[src/rtl/devil_multi_window.sv]
// rtl/devil_multi_window.sv - multi-window snoop-response injector with per-strobe delays
module devil_multi_window #(
    parameter int C_S_AXI_DATA_WIDTH = 32,
    parameter int C_ACE_DATA_WIDTH   = 128,
    parameter int C_ACE_ADDR_WIDTH   = 44,
    parameter int NUM_WINDOWS        = 4,
    parameter int CNT_WIDTH          = 64,
    parameter int CYCLES_PER_UNIT    = 150,
    parameter int DEVIL_EN           = 10
) (
    input  logic                                      ace_aclk,
    input  logic                                      ace_areset,
    input  logic [3:0]                                acsnoop,
    input  logic [C_ACE_ADDR_WIDTH-1:0]               acaddr,
    input  logic [3:0]                                i_snoop_state,
    input  logic [C_S_AXI_DATA_WIDTH-1:0]             i_control_reg,
    input  logic [C_S_AXI_DATA_WIDTH-1:0]             i_acsnoop_reg,
    input  logic [NUM_WINDOWS*C_ACE_ADDR_WIDTH-1:0]   i_base_addr_flat,
    input  logic [NUM_WINDOWS*C_ACE_ADDR_WIDTH-1:0]   i_addr_size_flat,
    input  logic [C_S_AXI_DATA_WIDTH-1:0]             i_delay_cr_reg,
    input  logic [C_S_AXI_DATA_WIDTH-1:0]             i_delay_cd_reg,
    input  logic [C_S_AXI_DATA_WIDTH-1:0]             i_delay_last_reg,
    input  logic [C_S_AXI_DATA_WIDTH-1:0]             i_shot_count_reg,
    input  logic                                      i_status_clr,
    output logic [3:0]                                o_fsm_devil_state,
    output logic [C_S_AXI_DATA_WIDTH-1:0]             o_status_reg,
    output logic [31:0]                               o_hit_count,
    output logic [NUM_WINDOWS-1:0]                    o_win_hit,
    output logic [C_ACE_DATA_WIDTH-1:0]               o_rdata,
    output logic [4:0]                                o_crresp,
    output logic                                      o_crvalid,
    output logic                                      o_cdvalid,
    output logic                                      o_cdlast
);
    localparam int AW = C_ACE_ADDR_WIDTH;

    typedef enum logic [3:0] {
        S_IDLE    = 4'd0,
        S_FILTER  = 4'd1,
        S_RESPOND = 4'd2,
        S_DELAY   = 4'd3,
        S_HOLD    = 4'd4,
        S_RELEASE = 4'd5
    } state_t;

    state_t                          r_state;
    logic [CNT_WIDTH-1:0]            r_cnt;
    logic [C_S_AXI_DATA_WIDTH-1:0]   r_shots;
    logic [31:0]                     r_hit_count;
    logic [NUM_WINDOWS-1:0]          r_win_hit;
    logic [C_ACE_DATA_WIDTH-1:0]     r_rdata;
    logic [4:0]                      r_crresp;
    logic                            r_crvalid, r_cdvalid, r_cdlast;
    logic                            r_done, r_busy, r_clr_pend;

    logic                            w_en, w_ac_fen, w_addr_fen;
    logic                            w_cr_den, w_cd_den, w_last_den;
    logic [1:0]                      w_mode;
    logic [4:0]                      w_crresp;
    logic [NUM_WINDOWS-1:0]          w_mask, w_win_hit;
    logic                            w_pass;
    logic [CNT_WIDTH-1:0]            w_cnt_nxt, w_tgt_cr, w_tgt_cd, w_tgt_last;
    logic                            w_cr_imm, w_cd_imm, w_last_imm;
    logic                            w_cr_set, w_cd_set, w_last_set;
    logic [C_S_AXI_DATA_WIDTH-1:0]   w_shot_n;
    logic                            w_unused;

    assign w_en       = i_control_reg[0];
    assign w_mode     = i_control_reg[2:1];
    assign w_crresp   = i_control_reg[7:3];
    assign w_ac_fen   = i_control_reg[8];
    assign w_addr_fen = i_control_reg[9];
    assign w_cr_den   = i_control_reg[10];
    assign w_cd_den   = i_control_reg[11];
    assign w_last_den = i_control_reg[12];
    assign w_mask     = i_control_reg[13 +: NUM_WINDOWS];
    assign w_unused   = &{1'b0, i_control_reg[C_S_AXI_DATA_WIDTH-1:13+NUM_WINDOWS],
                          i_acsnoop_reg[C_S_AXI_DATA_WIDTH-1:4]};

    // Bounds are compared one bit wider so a window ending at the top of the space cannot wrap to 0
    always_comb begin
        w_win_hit = '0;
        for (int k = 0; k < NUM_WINDOWS; k++) begin
            if (w_mask[k] && (i_addr_size_flat[k*AW +: AW] != '0) &&
                ({1'b0, acaddr} >= {1'b0, i_base_addr_flat[k*AW +: AW]}) &&
                ({1'b0, acaddr} < ({1'b0, i_base_addr_flat[k*AW +: AW]} +
                                   {1'b0, i_addr_size_flat[k*AW +: AW]})))
                w_win_hit[k] = 1'b1;
        end
    end

    assign w_pass = (!w_ac_fen || (acsnoop == i_acsnoop_reg[3:0])) &&
                    (!w_addr_fen || (|w_win_hit));

    assign w_cnt_nxt  = r_cnt + CNT_WIDTH'(1);
    assign w_tgt_cr   = CNT_WIDTH'(CYCLES_PER_UNIT) * CNT_WIDTH'(i_delay_cr_reg);
    assign w_tgt_cd   = CNT_WIDTH'(CYCLES_PER_UNIT) * CNT_WIDTH'(i_delay_cd_reg);
    assign w_tgt_last = CNT_WIDTH'(CYCLES_PER_UNIT) * CNT_WIDTH'(i_delay_last_reg);

    assign w_cr_imm   = !w_cr_den   || (i_delay_cr_reg   == '0);
    assign w_cd_imm   = !w_cd_den   || (i_delay_cd_reg   == '0);
    assign w_last_imm = !w_last_den || (i_delay_last_reg == '0);

    // Dropping en releases every pending strobe so the response channel cannot stall
    assign w_cr_set   = r_crvalid || !w_en || (w_cnt_nxt == w_tgt_cr);
    assign w_cd_set   = r_cdvalid || !w_en || (w_cnt_nxt == w_tgt_cd);
    assign w_last_set = r_cdlast  || !w_en || (w_cnt_nxt == w_tgt_last);

    assign w_shot_n = (i_shot_count_reg == '0) ? C_S_AXI_DATA_WIDTH'(1) : i_shot_count_reg;

    always_ff @(posedge ace_aclk) begin
        if (ace_areset) begin
            r_state     <= S_IDLE;
            r_cnt       <= '0;
            r_shots     <= '0;
            r_hit_count <= '0;
            r_win_hit   <= '0;
            r_rdata     <= '0;
            r_crresp    <= '0;
            r_crvalid   <= 1'b0;
            r_cdvalid   <= 1'b0;
            r_cdlast    <= 1'b0;
            r_done      <= 1'b0;
            r_busy      <= 1'b0;
            r_clr_pend  <= 1'b0;
        end else begin
            if (i_status_clr && (r_state != S_IDLE))
                r_clr_pend <= 1'b1;
            case (r_state)
                S_IDLE: begin
                    r_clr_pend <= 1'b0;
                    if (i_status_clr || r_clr_pend || (w_mode == 2'b00)) begin
                        r_done  <= 1'b0;
                        r_shots <= '0;
                    end
                    if ((i_snoop_state == 4'(DEVIL_EN)) && w_en && (w_mode != 2'b00) && !r_done)
                        r_state <= S_FILTER;
                end
                S_FILTER: begin
                    if (w_pass) begin
                        r_win_hit <= w_win_hit;
                        r_crresp  <= w_crresp;
                        r_rdata   <= C_ACE_DATA_WIDTH'(w_crresp);
                        r_cnt     <= '0;
                        r_busy    <= 1'b1;
                        r_crvalid <= w_cr_imm;
                        r_cdvalid <= w_cd_imm;
                        r_cdlast  <= w_last_imm;
                        r_shots   <= r_shots + C_S_AXI_DATA_WIDTH'(1);
                        if (r_hit_count != 32'hFFFF_FFFF)
                            r_hit_count <= r_hit_count + 32'd1;
                        r_state   <= S_RESPOND;
                    end else begin
                        r_state   <= S_IDLE;
                    end
                end
                S_RESPOND, S_DELAY: begin
                    r_cnt     <= w_cnt_nxt;
                    r_crvalid <= w_cr_set;
                    r_cdvalid <= w_cd_set;
                    r_cdlast  <= w_last_set;
                    r_state   <= (w_cr_set && w_cd_set && w_last_set) ? S_HOLD : S_DELAY;
                end
                S_HOLD: begin
                    if (i_snoop_state != 4'(DEVIL_EN)) begin
                        r_crvalid <= 1'b0;
                        r_cdvalid <= 1'b0;
                        r_cdlast  <= 1'b0;
                        r_busy    <= 1'b0;
                        r_state   <= S_RELEASE;
                    end
                end
                S_RELEASE: begin
                    if ((w_mode == 2'b01) || ((w_mode == 2'b11) && (r_shots >= w_shot_n)))
                        r_done <= 1'b1;
                    r_state <= S_IDLE;
                end
                default: r_state <= S_IDLE;
            endcase
        end
    end

    assign o_fsm_devil_state = r_state;
    assign o_status_reg      = {{(C_S_AXI_DATA_WIDTH-2){1'b0}}, r_busy, r_done};
    assign o_hit_count       = r_hit_count;
    assign o_win_hit         = r_win_hit;
    assign o_rdata           = r_rdata;
    assign o_crresp          = r_crresp;
    assign o_crvalid         = r_crvalid;
    assign o_cdvalid         = r_cdvalid;
    assign o_cdlast          = r_cdlast;
endmodule

[config.mk]
export PLATFORM = sky130hd
export DESIGN_NAME = devil_multi_window
export DESIGN_NICKNAME = d
export VERILOG_FILES = /design/src/rtl/devil_multi_window.sv
export SDC_FILE = /design/constraint.sdc
export NUM_CORES = 2
export LEC_CHECK = 0
export ABC_CLOCK_PERIOD_IN_PS = 11500
export CAP_MARGIN = 5
export CORE_MARGIN = 1
export CORE_UTILIZATION = 40
export CTS_CLUSTER_DIAMETER = 30
export DETAILED_ROUTE_END_ITERATION = 10
export GPL_ROUTABILITY_DRIVEN = 0
export SLEW_MARGIN = 20
export SYNTH_ARGS = -nofsm -noshare
export SYNTH_HDL_FRONTEND = slang
export SYNTH_SLANG_ARGS = --single-unit
[constraint.sdc]
create_clock -name ace_aclk -period 11.5 [get_ports ace_aclk]
set_input_delay 3.45 -clock ace_aclk [delete_from_list [all_inputs] [get_ports ace_aclk]]
set_output_delay 3.45 -clock ace_aclk [all_outputs]
set_load 0.02 [all_outputs]
==> flow_summary.toml <==
[outcome]
status = "complete, but fails checks"
violations = "design-rule violations"

[timing]
finalHoldViolCount = 0
setup-violations-final = 0
skew_ns = 0.01886
fin_hold_ws_ns = 0.4613
fin_crit_ns = 10.77
setup_tns_ns = 0
drv_slew = 0
relSlewSlack = 0.2531
grt_setup_unrepaired = "false"
worst_pin_slew_ns = 1.112
period_share = 0.9363
max_clock_freq_ghz = 0.09287

[cts]
cts_hold_buf = 0
cts_htree_levels = 4
cts_tree = "built"
cts_resized = 0
cts_sinks = 146
cts_buffers = 17
cts_setup_buffers = 0
clockBufferDepth = 2
clk_latency_ns = 0.45
path_clk_slew_ns = 0.08
root_buffer = "clkbuf_16"

[setup_path]
rrSetupSlack_ns = 5.78
worstPathRequired_ns = 11.83
worst_setup_path_end_kind = "flip-flop"
rr_endpoint = "o_cdvalid$_SDFFE_PP0P_"
startpoint_type = "input port"
cp.arrival_ns = 11.10
crit_slowest_cell = "or4_1"
path_max_fanout = 4
crit_family = "compound AO/OA/AOI/OAI gates"
cpMostUsedCell = "a211oi_1"
cp_num_cells = 30
startpoint = "i_addr_size_flat[0]"
r2r_start = "r_cnt[0]$_SDFFE_PP0P_"
slowest_delay_ns = 0.64
reg2reg_depth = 14
endpoint = "o_hit_count[29]$_SDFFE_PP0P_"
cp.buffers_inverters = 3
crit_type = "in2reg"

[floorplan]
die_w_um = 328.1
pin_count = 807
die_h_um = 328.1
placementRows = 119
coreArea_mm2 = 0.1054
die_area_mm2 = 0.1076
start_util = 0.4035

[detailed_routing]
vias_per_cell = 5.556
num_vias = 41813
routed_wl_mm = 152.9
postRouteAntennaNets = 0
wire_per_inst_um = 20.31
drc = 162
drtIter0Drc = 2772
first_pass_iters = 9

[final_layout]
mostFrequentLayoutCells = "ha_1 (889), inv_1 (715), clkdlybuf4s50_1 (608)"
syn_to_final_growth_pct = 18.64
final_common_cell = "ha_1"
utilization = 0.4787
final.fill_count = 10619
fin_area_mm2 = 0.05046
drive_gt1_frac = 0.02525
nets = 7744

[synthesis]
synth-seq-cells = 146
synth_top_area_share = 0.2615
synth_cells = 5523
ys_seq_area_frac = 0.06871
synth_edf_count = 0
async_flop_share = 0
synthTopCellsByArea = "ha_1 (26%), fa_1 (8.0%), dfxtp_1 (6.9%)"
postSynth.topFlopCell = "dfxtp_1"
synth_largest_area_cell = "ha_1"
synth.yosys.warnings = 0
syn-cell-area_mm2 = 0.04254
syn_area_per_cell_um2 = 7.702
ys_types = 91

[global_route]
grt_pass1_wl_mm = 230.4
antenna_found_initial = 59
grt_overflow = 0
grt_max_degree = 53
grt_usage = 0.2753
grt_pass1_vias = 39547

[power]
p_leak_nw = 24.09
vdd_drop_max_mv = 0.1107
p_per_area_mw_per_mm2 = 103.0

[placement]
io_buffer_count = 609
placed_area_mm2 = 0.04979
dp_hpwl_mm = 130.8

[job]
cap_violations = 0

[worst_hold_path]
hold_path_class = "reg2reg"
## power by group
group | internal [mW] | switching, mW
sequential | 0.506 | 0.000674
combinational | 1.81 | 2.30
clock | 0.321 | 0.257
## cell usage after synthesis (all sizes together), types with 9 or more instances
cell type and instances:
ha 889, inv 715, a21oi 398, o21ai 305, nor2 298, a21o 297, nand2 294, xnor2 263
buf 181, fa 169, xor2 164, nand4 158, dfxtp 146, nand3 139, nor4 119, nor3 93
clkbuf 92, nand2b 62, nor2b 61, and3 58, a31oi 48, or3 47, o21a 44, a211oi 37
o211ai 37, o21bai 37, and2 33, o31ai 27, or4 22, or2 21, and4 20, o41ai 19
a2111oi 13, mux2i 13, o31a 13, a211o 12, a221oi 11, nand3b 11, a21boi 10, a311oi 10
nor3b 10, a31o 9, o22ai 9
## worst min-delay path by stage
stage | startpoint | to | cells past startpoint
3_3_place_gp | o_win_hit[2]$_SDFFE_PP0P_ | o_win_hit[2]$_SDFFE_PP0P_ | 2
4_1_cts | o_win_hit[1]$_SDFFE_PP0P_ | o_win_hit[1]$_SDFFE_PP0P_ | 2
5_1_grt | o_win_hit[2]$_SDFFE_PP0P_ | o_win_hit[2]$_SDFFE_PP0P_ | 2
6_report | o_win_hit[1]$_SDFFE_PP0P_ | o_win_hit[1]$_SDFFE_PP0P_ | 2
2_1_floorplan | r_shots[31]$_SDFFE_PP0P_ | r_shots[31]$_SDFFE_PP0P_ | 2
3_5_place_dp | o_win_hit[1]$_SDFFE_PP0P_ | o_win_hit[1]$_SDFFE_PP0P_ | 2
## worst reg2reg max path, stage by stage (launching register included)
cell	delay [ns]
dfxtp_1	0.46
ha_1	0.30
nand4_2	0.21
or3_1	0.55
or3_4	0.42
nor4_4	0.33
nand3_1	0.15
a2111oi_2	0.38
nand4_1	0.51
or3_1	0.52
or4_1	0.41
or4_4	0.57
o31ai_4	0.41
nor2_1	0.10
a2111oi_2	0.28
## through the flow
step / worst slack, ns / std cells / total power, mW
finish: 0.7321 / 7526 / 5.199
global placement: 0.1031 / 7459 / 4.528
CTS: 0.5401 / 7491 / 5.185
global route: 0.2066 / 7520 / 5.722
floorplan: 1.588 / 5676 / 3.557
detailed placement: 0.1090 / 7459 / 4.570
## final cells by class
type	instances	area, um^2	share of cell area
diodes	35	87.58	0.001736
clock buffers	20	436.7	0.008653
clock inverters	12	133.9	0.002653
inverters	715	2684	0.05318
multi-input cells	4542	35910	0.7116
flip-flops and latches	146	2923	0.05792
well taps	1391	1740	0.03449
repair buffers	665	6551	0.1298
## kinds of logic (layout without fill, tap and decap cells)
| group | Yosys count | count (layout) | share of synthesized area |
|---|---|---|---|
| multiplexers | 18 | 18 | 0.004383 |
| AND/OR/NAND/NOR | 1467 | 1467 | 0.1798 |
| flip-flops | 146 | 146 | 0.06871 |
| XOR/XNOR | 433 | 433 | 0.09110 |
| AO/OA/AOI/OAI | 1412 | 1412 | 0.2129 |
| buffers and inverters | 988 | 1412 | 0.1020 |
| adder cells (fa/ha/maj) | 1058 | 1058 | 0.3410 |
| other | 1 | 189 | 0.00008816 |
## registers in the layout (all words and copies together), names as in the netlist
register	flops
o_crvalid	1
r_busy	1
o_fsm_devil_state	3
o_cdvalid	1
r_cnt	64
r_done	1
r_clr_pend	1
o_win_hit	4
r_shots	32
o_cdlast	1
o_hit_count	32
o_rdata	5
## layer usage
metal  global-route usage  up-vias  wire (um)
li1                     -    20580          -
met1               0.3646    19536      68220
met2               0.4514     1387      68700
met3              0.04330      276      10130
met4              0.09478       34       5612
met5                    0        -        208
Power figures use the tool's default switching activity.
